[src/rtl/avg_pkg.sv]
// Shared AVG vector-list definitions: opcodes, fixed instruction words and field widths.
// Used by avg_list_writer, avg_word_enc and avg_core.
package avg_pkg;

  localparam int unsigned DELTA_W = 13;
  localparam int unsigned Z_W     = 3;
  localparam int unsigned INT_W   = 4;
  localparam int unsigned ADDR_W  = 13;
  localparam int unsigned WORDS_W = 11;
  localparam int unsigned WORD_W  = 16;
  localparam int unsigned NW_W    = 2;

  localparam logic [WORD_W-1:0] WORD_HALT   = 16'h2000;
  localparam logic [WORD_W-1:0] WORD_CNTR   = 16'h8040;
  localparam logic [3:0]        STAT_PREFIX = 4'h6;

  typedef enum logic [1:0] {
    OP_VCTR = 2'd0,
    OP_STAT = 2'd1,
    OP_CNTR = 2'd2,
    OP_HALT = 2'd3
  } avg_op_e;

  typedef struct packed {
    avg_op_e            op;
    logic [DELTA_W-1:0] dx;
    logic [DELTA_W-1:0] dy;
    logic [Z_W-1:0]     z;
    logic [INT_W-1:0]   intensity;
  } avg_cmd_t;

endpackage

[src/rtl/avg_word_enc.sv]
// Combinational encoder from a list command to its one or two AVG instruction words.
module avg_word_enc
  import avg_pkg::*;
(
  input  avg_cmd_t          cmd,
  output logic [WORD_W-1:0] word0_c,
  output logic [WORD_W-1:0] word1_c,
  output logic [NW_W-1:0]   nwords_c
);

  always_comb begin
    word0_c  = WORD_HALT;
    word1_c  = '0;
    nwords_c = NW_W'(1);
    case (cmd.op)
      OP_VCTR: begin
        word0_c  = {3'b000, cmd.dy};
        word1_c  = {cmd.z, cmd.dx};
        nwords_c = NW_W'(2);
      end
      OP_STAT: word0_c = {STAT_PREFIX, 4'h0, cmd.intensity, 4'h0};
      OP_CNTR: word0_c = WORD_CNTR;
      OP_HALT: word0_c = WORD_HALT;
      default: word0_c = WORD_HALT;
    endcase
  end

endmodule

[src/rtl/avg_list_writer.sv]
// Writes AVG display-list commands into vector RAM as big-endian byte pairs, with HALT
// reserved at the end of the list. Optional STAT de-duplication: AVG_LIST_WRITER_STAT_DEDUP_EN.
module avg_list_writer
  import avg_pkg::*;
#(
  parameter logic [ADDR_W-1:0] BASE_ADDR  = 13'h0000,
  parameter int unsigned       LIST_BYTES = 2048
) (
  input  logic               clk,
  input  logic               rst,
  input  logic               start,
  input  logic               cmd_valid,
  output logic               cmd_ready,
  input  logic [1:0]         cmd_op,
  input  logic [DELTA_W-1:0] cmd_dx,
  input  logic [DELTA_W-1:0] cmd_dy,
  input  logic [Z_W-1:0]     cmd_z,
  input  logic [INT_W-1:0]   cmd_int,
  output logic               wr_en,
  output logic [ADDR_W-1:0]  wr_addr,
  output logic [7:0]         wr_data,
  input  logic               wr_ready,
  output logic               busy,
  output logic               done,
  output logic               ovf,
  output logic [WORDS_W-1:0] words
);

  localparam int unsigned TOTAL_WORDS = LIST_BYTES / 2;
  localparam int unsigned CNT_W       = WORDS_W + 1;

  typedef enum logic [2:0] {IDLE, ARMED, WR_HI, WR_LO, NEXT} state_e;

  state_e             state, state_d;
  logic [ADDR_W-1:0]  ptr, ptr_d, ptr_eff;
  logic [WORDS_W-1:0] words_d, words_eff;
  logic [WORD_W-1:0]  cur_word, cur_d, word1_q, word1_d;
  logic               second_q, second_d, halt_q, halt_d;
  logic               ovf_d, wr_en_d, done_d, over;
  logic [ADDR_W-1:0]  wr_addr_d;
  logic [7:0]         wr_data_d;

  avg_cmd_t          cmd;
  logic [WORD_W-1:0] word0_c, word1_c;
  logic [NW_W-1:0]   nwords_c;

  assign cmd = '{op: avg_op_e'(cmd_op), dx: cmd_dx, dy: cmd_dy, z: cmd_z, intensity: cmd_int};

  avg_word_enc u_enc (
    .cmd      (cmd),
    .word0_c  (word0_c),
    .word1_c  (word1_c),
    .nwords_c (nwords_c)
  );

`ifdef AVG_LIST_WRITER_STAT_DEDUP_EN
  logic [INT_W-1:0] last_int, last_int_d;
  logic             last_valid, last_valid_d, last_valid_eff;
`endif

  always_ff @(posedge clk) begin
    if (rst) begin
      state     <= IDLE;
      ptr       <= '0;
      words     <= '0;
      ovf       <= 1'b0;
      cur_word  <= '0;
      word1_q   <= '0;
      second_q  <= 1'b0;
      halt_q    <= 1'b0;
      cmd_ready <= 1'b0;
      wr_en     <= 1'b0;
      wr_addr   <= '0;
      wr_data   <= '0;
      busy      <= 1'b0;
      done      <= 1'b0;
`ifdef AVG_LIST_WRITER_STAT_DEDUP_EN
      last_int   <= '0;
      last_valid <= 1'b0;
`endif
    end else begin
      state     <= state_d;
      ptr       <= ptr_d;
      words     <= words_d;
      ovf       <= ovf_d;
      cur_word  <= cur_d;
      word1_q   <= word1_d;
      second_q  <= second_d;
      halt_q    <= halt_d;
      cmd_ready <= (state_d == ARMED);
      wr_en     <= wr_en_d;
      wr_addr   <= wr_addr_d;
      wr_data   <= wr_data_d;
      busy      <= (state_d != IDLE) && (state_d != ARMED);
      done      <= done_d;
`ifdef AVG_LIST_WRITER_STAT_DEDUP_EN
      last_int   <= last_int_d;
      last_valid <= last_valid_d;
`endif
    end
  end

  // Next-state and next-output logic; start in ARMED takes effect for a same-cycle capture.
  always_comb begin
    state_d   = state;
    ptr_d     = ptr;
    words_d   = words;
    ovf_d     = ovf;
    cur_d     = cur_word;
    word1_d   = word1_q;
    second_d  = second_q;
    halt_d    = halt_q;
    wr_en_d   = wr_en;
    wr_addr_d = wr_addr;
    wr_data_d = wr_data;
    done_d    = 1'b0;
    ptr_eff   = ptr;
    words_eff = words;
    over      = 1'b0;
`ifdef AVG_LIST_WRITER_STAT_DEDUP_EN
    last_int_d     = last_int;
    last_valid_d   = last_valid;
    last_valid_eff = last_valid;
`endif
    case (state)
      IDLE: begin
        if (start) begin
          state_d = ARMED;
          ptr_d   = BASE_ADDR;
          words_d = '0;
          ovf_d   = 1'b0;
`ifdef AVG_LIST_WRITER_STAT_DEDUP_EN
          last_valid_d = 1'b0;
`endif
        end
      end
      ARMED: begin
        if (start) begin
          ptr_d     = BASE_ADDR;
          words_d   = '0;
          ovf_d     = 1'b0;
          ptr_eff   = BASE_ADDR;
          words_eff = '0;
`ifdef AVG_LIST_WRITER_STAT_DEDUP_EN
          last_valid_d   = 1'b0;
          last_valid_eff = 1'b0;
`endif
        end
        if (cmd_valid) begin
          // The last list word is kept for HALT; any other command that would use it becomes HALT.
          over = (cmd.op != OP_HALT) &&
                 ((CNT_W'(nwords_c) + CNT_W'(words_eff) + CNT_W'(1)) > CNT_W'(TOTAL_WORDS));
`ifdef AVG_LIST_WRITER_STAT_DEDUP_EN
          if (!(cmd.op == OP_STAT && last_valid_eff && cmd.intensity == last_int)) begin
`else
          begin
`endif
            state_d   = WR_HI;
            wr_en_d   = 1'b1;
            wr_addr_d = ptr_eff;
            if (over) begin
              cur_d    = WORD_HALT;
              halt_d   = 1'b1;
              second_d = 1'b0;
              ovf_d    = 1'b1;
            end else begin
              cur_d    = word0_c;
              word1_d  = word1_c;
              second_d = (nwords_c == NW_W'(2));
              halt_d   = (cmd.op == OP_HALT);
`ifdef AVG_LIST_WRITER_STAT_DEDUP_EN
              if (cmd.op == OP_STAT) begin
                last_int_d   = cmd.intensity;
                last_valid_d = 1'b1;
              end
`endif
            end
            wr_data_d = cur_d[15:8];
          end
        end
      end
      WR_HI: begin
        if (wr_ready) begin
          state_d   = WR_LO;
          wr_addr_d = wr_addr + ADDR_W'(1);
          wr_data_d = cur_word[7:0];
        end
      end
      WR_LO: begin
        if (wr_ready) begin
          wr_en_d = 1'b0;
          ptr_d   = ptr + ADDR_W'(2);
          words_d = words + WORDS_W'(1);
          if (halt_q) begin
            done_d  = 1'b1;
            state_d = IDLE;
          end else if (second_q) begin
            state_d  = NEXT;
            second_d = 1'b0;
            cur_d    = word1_q;
          end else begin
            state_d = ARMED;
          end
        end
      end
      NEXT: begin
        state_d   = WR_HI;
        wr_en_d   = 1'b1;
        wr_addr_d = ptr;
        wr_data_d = cur_word[15:8];
      end
      default: state_d = IDLE;
    endcase
  end

endmodule

[config.mk]
export PLATFORM = sky130hd
export DESIGN_NAME = avg_list_writer
export DESIGN_NICKNAME = d
export VERILOG_FILES = /design/src/rtl/avg_pkg.sv /design/src/rtl/avg_word_enc.sv /design/src/rtl/avg_list_writer.sv
export SDC_FILE = /design/constraint.sdc
export NUM_CORES = 1
export LEC_CHECK = 0
export BUFFER_PORTS_ARGS = -buffer_cell sky130_fd_sc_hd__buf_4
export CORE_MARGIN = 4
export CORE_UTILIZATION = 45
export CTS_CLUSTER_DIAMETER = 150
export DETAILED_ROUTE_END_ITERATION = 8
export PLACE_DENSITY = 0.68
export SETUP_SLACK_MARGIN = 0.5
export SKIP_CTS_REPAIR_TIMING = 1
export SLEW_MARGIN = 20
export SYNTH_ARGS = -nofsm -noshare
export SYNTH_HDL_FRONTEND = slang
export SYNTH_HIERARCHICAL = 1
export SYNTH_SLANG_ARGS = --single-unit
[constraint.sdc]
create_clock -name clk -period 3.46 [get_ports clk]
set_input_delay 1.038 -clock clk [delete_from_list [all_inputs] [get_ports clk]]
set_output_delay 1.038 -clock clk [all_outputs]
set_load 0.05 [all_outputs]
==> results of run 1 <==
## synthesized netlist by cell type (3+ instances only)
cell,count
a21o_1,3
a21oi_1,36
a221oi_1,3
a22oi_1,30
a2bb2oi_1,5
a31oi_1,4
and2_1,12
and2_2,7
and2_4,8
and3_1,6
buf_2,7
buf_4,3
buf_6,4
clkbuf_1,28
dfxtp_1,87
ha_1,5
inv_1,16
mux2_2,3
mux2i_1,19
nand2_1,79
nand2b_1,4
nand3_1,14
nand3b_1,4
nand4_1,8
nor2_1,51
nor2b_1,6
nor3_1,14
o211ai_1,11
o21a_1,4
o21ai_0,29
o21ai_1,7
o22ai_1,7
o31ai_1,3
o31ai_4,6
or2_2,3
or3_1,5
xnor2_1,5
## metal layers
layer	global-route usage [%]	wire, µm	vias to the layer above
li1	-	-	2261
met1	25.1	5700	2186
met2	33.4	6390	144
met3	3.72	708	14
met4	5.85	164	0
met5	0	0	-
## state kept, by name, indices dropped and copies added (netlist names)
| register | cells |
|---|---|
| word1_q | 16 |
| wr_en | 1 |
| second_q | 1 |
| wr_data | 8 |
| halt_q | 1 |
| state | 3 |
| busy | 1 |
| cmd_ready | 1 |
| ovf | 1 |
| ptr | 13 |
| words | 11 |
| done | 1 |
| cur_word | 16 |
| wr_addr | 13 |
## area by class of cell
type | count | share of cell area (%)
Timing Repair Buffer | 97 | 13.8
Inverter | 17 | 1.16
Clock buffer | 10 | 2.15
Clock inverter | 5 | 1.39
Multi-Input combinational cell | 443 | 49.3
Tap cell | 136 | 2.86
Sequential cell | 87 | 29.3
## cell families (layout without fill, tap and decap cells)
| logic type | count (synthesis) | in the layout | synth area share (%) |
|---|---|---|---|
| xor gates and xnor gates | 5 | 5 | 0.899 |
| buffers and inverters | 61 | 129 | 5.96 |
| adders and majority gates | 6 | 6 | 1.70 |
| AOI/OAI and AO/OA | 174 | 174 | 26.6 |
| DFF | 87 | 87 | 35.8 |
| muxes | 22 | 22 | 4.60 |
| and+or+nand+nor | 236 | 236 | 24.5 |
## power by group through the flow
stage / registers, µW / logic, µW / clock network, µW
4_1_cts: 1060 / 365 / 795
6_report: 1060 / 407 / 779
3_3_place_gp: 1080 / 359 / 0
3_5_place_dp: 1080 / 364 / 0
5_1_grt: 1070 / 439 / 832
2_1_floorplan: 1130 / 207 / 0
## worst min-delay path, cell delays in order (launching register included)
cell and delay [ns]:
dfxtp_1 0.31, nand2_1 0.05, a21oi_1 0.05
## worst paths after layout
kind,start,to,cells past startpoint,slack [ns]
worst max-delay path,cmd_op[0],cur_word[1],11,0.34
worst min register to register,ovf,ovf,2,0.46
worst min-delay path,ovf,ovf,2,0.46
worst max register to register,words[0],cur_word[1],10,0.71
## per-stage QoR
| step | cells | setup TNS (ns) |
|---|---|---|
| 4_1_cts | 785 | 0 |
| 5_1_grt | 795 | 0 |
| 2_1_floorplan | 591 | 0 |
| 3_3_place_gp | 770 | 0 |
| 3_5_place_dp | 770 | -0.362 |
| 6_report | 795 | 0 |
==> run_results.csv, run 1 <==
group,metric,value,unit
sta,setup_viol,0,
clock_tree,cts_tree,"built",
worst_setup_path,cp_common_cell,"buf_8",
cells_and_area,final-seq-area,1740,µm²
worst_setup_path,crit_type,"in -> reg",
floorplanning,ios,77,
sta,final.setup.worst_slack,0.345,ns
cells_and_area,final_area,5950,µm²
sta,fin_crit_sh,90.0,%
sta,hold_viol,0,
grt,track_usage,19.5,%
yosys,synth_area_per_cell,8.24,µm²
drt,dr.pass1.iters,5,
worst_setup_path,startpoint_type,"input pin",
yosys,syn-num-nets,637,
pwr,total_power,2250,µW
drt,vias,4605,
place,postPlaceCellArea,5500,µm²
yosys,synth_cells,591,
cells_and_area,final_core_util,57.1,%
grt,antenna_found_initial,0,
min_path,hp-class,"reg -> reg",
grt,grt_max_degree,45,
yosys,synth_top_cell_by_area,"dfxtp_1",
yosys,syn_area,4870,µm²
pwr,p_int,1600,µW
job,cap_violations,0,
floorplanning,initial_utilization,46.8,%
yosys,synth_warnings,6,
pwr,sw_frac_of_total,28.8,%
clock_tree,clk_pin_slew,0.09,ns
drt,via_per_inst,5.79,
place,dp_hpwl,8600,µm
pwr,seqPwrFrac,47.2,%
worst_setup_path,slowest_stage,"fa_2",
drt,wl_per_cell,16.3,µm
yosys,synth_top_area_share,35.8,%
place,portBuffers,76,
sta,skew,0.0105,ns
drt,drc,0,
worst_setup_path,critPathTopFamily,"compound AO/OA/AOI/OAI gates",
pwr,p_leak,0.00230,µW
cells_and_area,multi_input_comb_area,2930,µm²
yosys,yosysSeqAreaShare,35.8,%
grt,grt_pass1_vias,4232,
sta,rsz0062_at_grt,"true",
sta,worst_slew_pin_slew,0.858,ns
cells_and_area,syn_to_final_growth,22.1,%
worst_setup_path,path_max_fanout,9,
worst_setup_path,critical_path_required,3.73,ns
cells_and_area,layout_common_cells,"87 x dfxtp_1, 87 x buf_4, 78 x nand2_1",
cells_and_area,drive_gt1_share,26.3,%
worst_setup_path,end_kind,"flip-flop",
yosys,ys_async_sr_fraction,0,%
worst_setup_path,cp.arrival,3.39,ns
floorplanning,rows,37,
clock_tree,clock_sinks,87,
drt,ant_nets,0,
floorplanning,die_h,112,µm
grt,grt-ovfl-total,0,
floorplanning,core,10400,µm²
cells_and_area,final_nets,701,
clock_tree,ctsRootBufferMaster,"clkbuf_8",
pwr,p_switching,648,µW
worst_setup_path,path_cells,"buf_8, nor2_4, inv_2, fa_2, nand3b_1, a221o_1, a2111oi_4, a22oi_2, buf_6, buf_8, o31ai_2",
worst_setup_path,slowest_delay,0.41,ns
pwr,p_clk_share,34.7,%
grt,grt_pass1_wl,20600,µm
clock_tree,worstSkewPairLatency,0.35,ns
floorplanning,dieArea,12500,µm²
sta,post-route-min-period,3.12,ns
yosys,synthDistinctLibCells,73,
floorplanning,die_x,112,µm
cells_and_area,n_antenna_cell,0,
worst_setup_path,crit_buf_inv,4,
yosys,yosys_register_bits,87,
drt,drt_iter0_markers,225,
sta,slew_viol_final,0,
yosys,synth_edf_count,0,
sta,max_freq,0.321,GHz
clock_tree,cts_buffers,9,
status,status,"finished, final reports clean",
pwr,p_comb_share,18.1,%
place,gp_congestion,0.866,
yosys,synth_area_leaders,"dfxtp_1 36%, nand2_1 6.1%, a22oi_1 4.6%",
place,place_ws,-0.0429,ns
clock_tree,htreeDepth,3,
yosys,synthFlopType,"dfxtp_1",
drt,routed_wl,13000,µm
pwr,vdd_drop_max,242,µV
sta,hold_slack,0.456,ns
pwr,p_per_area,378,nW/µm²
clock_tree,clk_path_buf_depth,2,
cells_and_area,fillCellCount,985,
sta,slew_headroom,42.8,%
(Power assumes the default switching activity.)
==> run 2: changes to the inputs <==
--- a/config.mk
+++ b/config.mk
@@ -10,11 +10,10 @@
 export CORE_UTILIZATION = 45
 export CTS_CLUSTER_DIAMETER = 150
 export DETAILED_ROUTE_END_ITERATION = 8
-export PLACE_DENSITY = 0.68
+export PLACE_DENSITY = 0.66
 export SETUP_SLACK_MARGIN = 0.5
 export SKIP_CTS_REPAIR_TIMING = 1
 export SLEW_MARGIN = 20
 export SYNTH_ARGS = -nofsm -noshare
 export SYNTH_HDL_FRONTEND = slang
-export SYNTH_HIERARCHICAL = 1
 export SYNTH_SLANG_ARGS = --single-unit
==> constraint.sdc (replaced) <==
create_clock -name clk -period 3.7 [get_ports clk]
set_input_delay 1.11 -clock clk [delete_from_list [all_inputs] [get_ports clk]]
set_output_delay 1.11 -clock clk [all_outputs]
set_load 0.05 [all_outputs]
==> run 2 against run 1 <==
Design area down 5.2%. Clock power decreased by 5.3%. Routed wire length up 5.2%. Combinational power down 15%. Non-clock buffer count is 2 lower. Synthesized area decreased by 6.8%. Sequential power shrank 7%. Hold slack better by 0.022 ns. Largest power group unchanged. Highest routed layer unchanged.
==> run_results.csv, run 2 <==
group,metric,value,unit
cells_and_area,drive_gt1_share,23.3,%
place,gp_congestion,0.842,
yosys,synth_area_per_cell,7.72,µm²
drt,drc,0,
drt,ant_nets,0,
floorplanning,dieArea,11800,µm²
cells_and_area,final_nets,698,
yosys,syn_area,4540,µm²
floorplanning,core,9770,µm²
worst_setup_path,path_max_fanout,9,
clock_tree,clock_sinks,87,
clock_tree,clk_path_buf_depth,2,
yosys,ys_async_sr_fraction,0,%
grt,track_usage,23.5,%
yosys,synth_top_cell_by_area,"dfxtp_1",
sta,post-route-min-period,3.14,ns
grt,grt_max_degree,50,
sta,setup_viol,0,
worst_setup_path,critical_path_required,4.01,ns
clock_tree,cts_tree,"built",
drt,drt_iter0_markers,232,
pwr,p_per_area,368,nW/µm²
drt,dr.pass1.iters,5,
cells_and_area,top_regs,"cur_word x16, word1_q x16",
yosys,synth_top_area_share,38.4,%
cells_and_area,layout_common_cells,"91 x buf_4, 87 x dfxtp_1, 71 x nor2_1",
drt,via_per_inst,5.97,
worst_setup_path,cp.arrival,3.45,ns
status,status,"finished, final reports clean",
pwr,p_leak,0.00209,µW
floorplanning,die_x,108,µm
yosys,yosysSeqAreaShare,38.4,%
drt,vias,4719,
sta,slew_headroom,44.0,%
sta,setup-tns-final,0,ns
clock_tree,htreeDepth,3,
pwr,vdd_drop_max,202,µV
sta,hold_viol,0,
clock_tree,worstSkewPairLatency,0.36,ns
place,portBuffers,76,
cells_and_area,n_antenna_cell,0,
drt,wl_per_cell,17.3,µm
drt,routed_wl,13600,µm
floorplanning,rows,36,
yosys,synthDistinctLibCells,61,
grt,grt-ovfl-total,0,
yosys,synth_cells,588,
place,dp_hpwl,9360,µm
cells_and_area,fillCellCount,935,
floorplanning,die_h,108,µm
cells_and_area,syn_to_final_growth,24.2,%
floorplanning,initial_utilization,46.4,%
yosys,synth_edf_count,0,
sta,worst_slew_pin_slew,0.840,ns
worst_setup_path,crit_type,"in -> reg",
grt,grt_pass1_wl,22200,µm
yosys,synth_warnings,0,
clock_tree,ctsRootBufferMaster,"clkbuf_8",
sta,slew_viol_final,0,
yosys,yosysMostFrequentCell,"dfxtp_1",
cells_and_area,final_core_util,57.7,%
sta,max_freq,0.319,GHz
clock_tree,cts_buffers,9,
yosys,synth_area_leaders,"dfxtp_1 38%, o21ai_0 7.3%, a21oi_1 7.2%",
yosys,yosys_register_bits,87,
worst_setup_path,startpoint_type,"input pin",
min_path,hp-class,"reg -> reg",
floorplanning,ios,77,
yosys,syn-num-nets,633,
yosys,synth.top_cells.by_count,"87 x dfxtp_1, 71 x nor2_1, 66 x o21ai_0",
grt,grt_pass1_vias,4466,
job,cap_violations,0,
clock_tree,clk_pin_slew,0.08,ns
sta,rsz0062_at_grt,"false",
worst_setup_path,end_kind,"flip-flop",
yosys,synthFlopType,"dfxtp_1",
sta,fin_crit_sh,84.7,%
sta,skew,0.00743,ns
grt,antenna_found_initial,0,
cells_and_area,layout_commonest_cell,"buf_4",
==> run 2: cell count changes in the layout (fill, tap and decap cells not counted), moves of 19 or more <==
| cell | before | now |
|---|---|---|
| nand2_1 | 78 | 42 |
| nor2_1 | 50 | 71 |
| a21oi_1 | 36 | 64 |
| mux2i_1 | 19 | 0 |
| o21ai_0 | 29 | 63 |
==> run 2: area by class of cell <==
class	count	area, µm²	area share [%]
clock inverter	3	67.6	1.20
clock buffer	12	145	2.57
inverter	8	42.5	0.755
sequential	87	1740	30.9
tap	133	166	2.95
multi-input combinational	452	2730	48.5
timing repair buffer	95	741	13.1
==> run 2: where the power goes <==
group          internal, µW  total (µW)  switching, µW  leakage, µW
clock                   396         738            342     0.000103
combinational           122         345            223      0.00128
sequential              967         990           23.6     0.000705
==> run 2: worst max-delay path, stage by stage <==
cell and delay [ns]:
buf_6 0.13, inv_4 0.06, nand2_4 0.06, inv_8 0.08, ha_4 0.15, inv_2 0.06
ha_4 0.22, nand2b_4 0.14, nor4_4 0.35, nand3_4 0.16, a211o_4 0.39, nor3_4 0.32
a31o_2 0.21
==> run 2: layer usage <==
layer / vias to the layer above / GRT usage [%] / share of wire (%)
li1: 2312 / - / -
met1: 2257 / 30.3 / 44
met2: 122 / 38.8 / 49
met3: 28 / 4.42 / 4.7
met4: 0 / 9.29 / 2.4
met5: - / 0 / 0
==> run 2: cells by family after synthesis <==
family,Yosys count,share of synthesized area (%)
buf+inv,49,4.27
mux,9,2.23
compound gates,212,28.7
fa+ha+maj,5,1.38
simple gates,224,24.6
xor+xnor,2,0.386
flops,87,38.4
==> run 2: path summary, 6_finish.rpt <==
check	from	endpoint	slack [ns]	cells past startpoint
setup / recovery	cmd_op[0]	cur_word[10]	0.56	13
hold / removal	word1_q[14]	word1_q[14]	0.48	2
setup reg to reg	words[1]	cur_word[10]	0.92	9
hold reg to reg	word1_q[14]	word1_q[14]	0.48	2
==> run 2: metrics by stage <==
stage          std cells  hold WS, ns  setup WS [ns]  cell area (µm²)  total power [µW]
6_report             790        0.479          0.564             5640              2070
5_1_grt              790        0.495          0.505             5640              2150
4_1_cts              787        0.477          0.354             5530              2070
3_5_place_dp         772        0.467        0.00406             5320              1350
2_1_floorplan        588        0.447          0.361             4640              1230
3_3_place_gp         772        0.461          0.146             5320              1340
==> run 3: changes to the inputs <==
--- a/config.mk
+++ b/config.mk
@@ -10,7 +10,7 @@
 export CORE_UTILIZATION = 45
 export CTS_CLUSTER_DIAMETER = 150
 export DETAILED_ROUTE_END_ITERATION = 8
-export PLACE_DENSITY = 0.66
+export PLACE_DENSITY = 0.69
 export SETUP_SLACK_MARGIN = 0.5
 export SKIP_CTS_REPAIR_TIMING = 1
 export SLEW_MARGIN = 20
==> constraint.sdc (replaced) <==
create_clock -name clk -period 2.8 [get_ports clk]
set_input_delay 0.84 -clock clk [delete_from_list [all_inputs] [get_ports clk]]
set_output_delay 0.84 -clock clk [all_outputs]
set_load 0.05 [all_outputs]
==> run 3 against run 2 <==
The run now ends with setup timing left. Core utilization is 2.2 points higher. Non-clock buffer count rose by 25. Largest cell class unchanged. Power is 30% higher. Sequential power is 32% higher. Final cell count rose by 3.3%. Sequential share of layout area decreased by 1.1 points. Via count rose by 3.2%. Routed wire length up 0.45%. Design area grew 3.8%. First-iteration DRC count grew 25%. Critical endpoint is now cur_word[12]. Critical path depth is the same.
==> run_results.csv, run 3 (synthesis gave the netlist of run 2 again) <==
group,metric,value,unit
sta,final.setup.worst_slack,-0.0674,ns
worst_setup_path,crit_start,"cmd_op[0]",
worst_setup_path,slowest_stage,"a211o_4",
place,portBuffers,76,
worst_setup_path,cp.depth,13,
floorplanning,dieArea,11800,µm²
drt,vias,4871,
pwr,p_per_area,459,nW/µm²
sta,max_freq,0.349,GHz
sta,setup_viol,6,
sta,post-route-min-period,2.87,ns
sta,skew,0.00835,ns
grt,grt_pass1_wl,22100,µm
floorplanning,die_x,108,µm
worst_setup_path,reg2reg_from,"words[1]",
status,violations,"setup timing",
worst_setup_path,path_max_fanout,6,
worst_setup_path,path_cells,"buf_6, inv_4, nand2_4, inv_6, ha_4, inv_4, ha_4, nand2b_4, nor4_4, nand3_2, a211o_4, nor3_4, a31o_2",
sta,hold_viol,0,
grt,grt_max_degree,35,
sta,slew_headroom,43.8,%
grt,grt_pass1_vias,4569,
clock_tree,worstSkewPairLatency,0.36,ns
place,gp_congestion,0.882,
min_path,hp-class,"reg -> reg",
drt,drc,0,
worst_setup_path,cp.arrival,3.17,ns
cells_and_area,layout_commonest_cell,"buf_4",
worst_setup_path,ff2ff_path_depth,9,
grt,grt-ovfl-total,0,
worst_setup_path,slowest_delay,0.39,ns
cells_and_area,layout_common_cells,"115 x buf_4, 86 x dfxtp_1, 71 x nor2_1",
pwr,p_leak,0.00221,µW
cells_and_area,n_antenna_cell,0,
sta,worst_slew_pin_slew,0.842,ns
clock_tree,clk_path_buf_depth,2,
clock_tree,clk_pin_slew,0.09,ns
cells_and_area,drive_gt1_share,27.7,%
drt,ant_nets,0,
worst_setup_path,crit_buf_inv,4,
sta,setup-tns-final,-0.384,ns
grt,track_usage,23.3,%
floorplanning,rows,36,
status,status,"finished, violations left",
clock_tree,cts_tree,"built",
pwr,vdd_drop_max,275,µV
worst_setup_path,end_kind,"flip-flop",
min_path,hp-start,"word1_q[10]",
floorplanning,initial_utilization,46.4,%
cells_and_area,top_regs,"cur_word x16, word1_q x16",
worst_setup_path,startpoint_type,"input pin",
floorplanning,core,9770,µm²
floorplanning,die_h,108,µm
place,place_ws,-0.467,ns
drt,dr.pass1.iters,4,
drt,wl_per_cell,16.8,µm
sta,fin_crit_sh,102,%
clock_tree,clock_sinks,87,
cells_and_area,syn_to_final_growth,28.9,%
drt,routed_wl,13700,µm
drt,drt_iter0_markers,291,
cells_and_area,final_nets,723,
min_path,hold_depth,2,
clock_tree,htreeDepth,3,
place,dp_hpwl,9450,µm
worst_setup_path,critical_path_required,3.11,ns
worst_setup_path,critPathTopFamily,"simple AND/OR/NAND/NOR gates",
grt,antenna_found_initial,0,
floorplanning,ios,77,
sta,slew_viol_final,0,
job,cap_violations,0,
clock_tree,cts_buffers,9,
worst_setup_path,crit_type,"in -> reg",
sta,rsz0062_at_grt,"true",
clock_tree,ctsRootBufferMaster,"clkbuf_8",
drt,via_per_inst,5.97,
-- run 3: cell types whose count changed in the layout (fill, tap and decap cells not counted), moves of 2 or more --
cell / before / now
a21oi_1: 64 / 62
o21ai_2: 0 / 3
a21oi_2: 1 / 3
o21ai_0: 63 / 50
o21ai_1: 4 / 14
clkinv_2: 0 / 2
buf_4: 91 / 115
inv_6: 0 / 3
-- run 3: area by class of cell --
type	count	area, µm²
clock buffer	11	141
multi-input combinational	452	2760
tap	133	166
clock inverter	5	56.3
inverter	8	45.0
timing repair buffer	120	941
sequential	87	1740
fill	900	3930
-- run 3: per-layer routing --
layer / GRT usage (%) / routed length [µm]
met5: 0 / 0
met4: 8.93 / 279
met3: 3.46 / 771
met2: 40.1 / 6760
met1: 29.2 / 5890
-- run 3: worst paths after layout --
kind,to,slack (ns)
max,cur_word[12],-0.07
min,word1_q[10],0.48
max reg2reg,cur_word[12],0.16
min reg2reg,word1_q[10],0.48
-- run 3: worst min-delay path, stage by stage (launching register included) --
cell and delay, ns:
dfxtp_1 0.33, o21ai_2 0.06, a21oi_1 0.05
-- run 3: per-stage QoR --
stage                     instance area (µm²)  hold WS [ns]  power, µW  utilization (%)  std cells
after floorplan                          4650         0.447       1620                -        588
after global placement                   5520         0.464       1790             56.4        796
after detailed placement                 5520         0.471       1800             56.4        796
after CTS                                5710         0.484       2680             58.4        812
after global routing                     5850         0.498       2800             59.8        816
final                                    5850         0.479       2690             59.8        816
-- run 3: power breakdown --
| part | switching, µW | internal (µW) |
|---|---|---|
| clock | 459 | 438 |
| sequential | 31.5 | 1280 |
| combinational | 301 | 178 |
| total | 791 | 1890 |
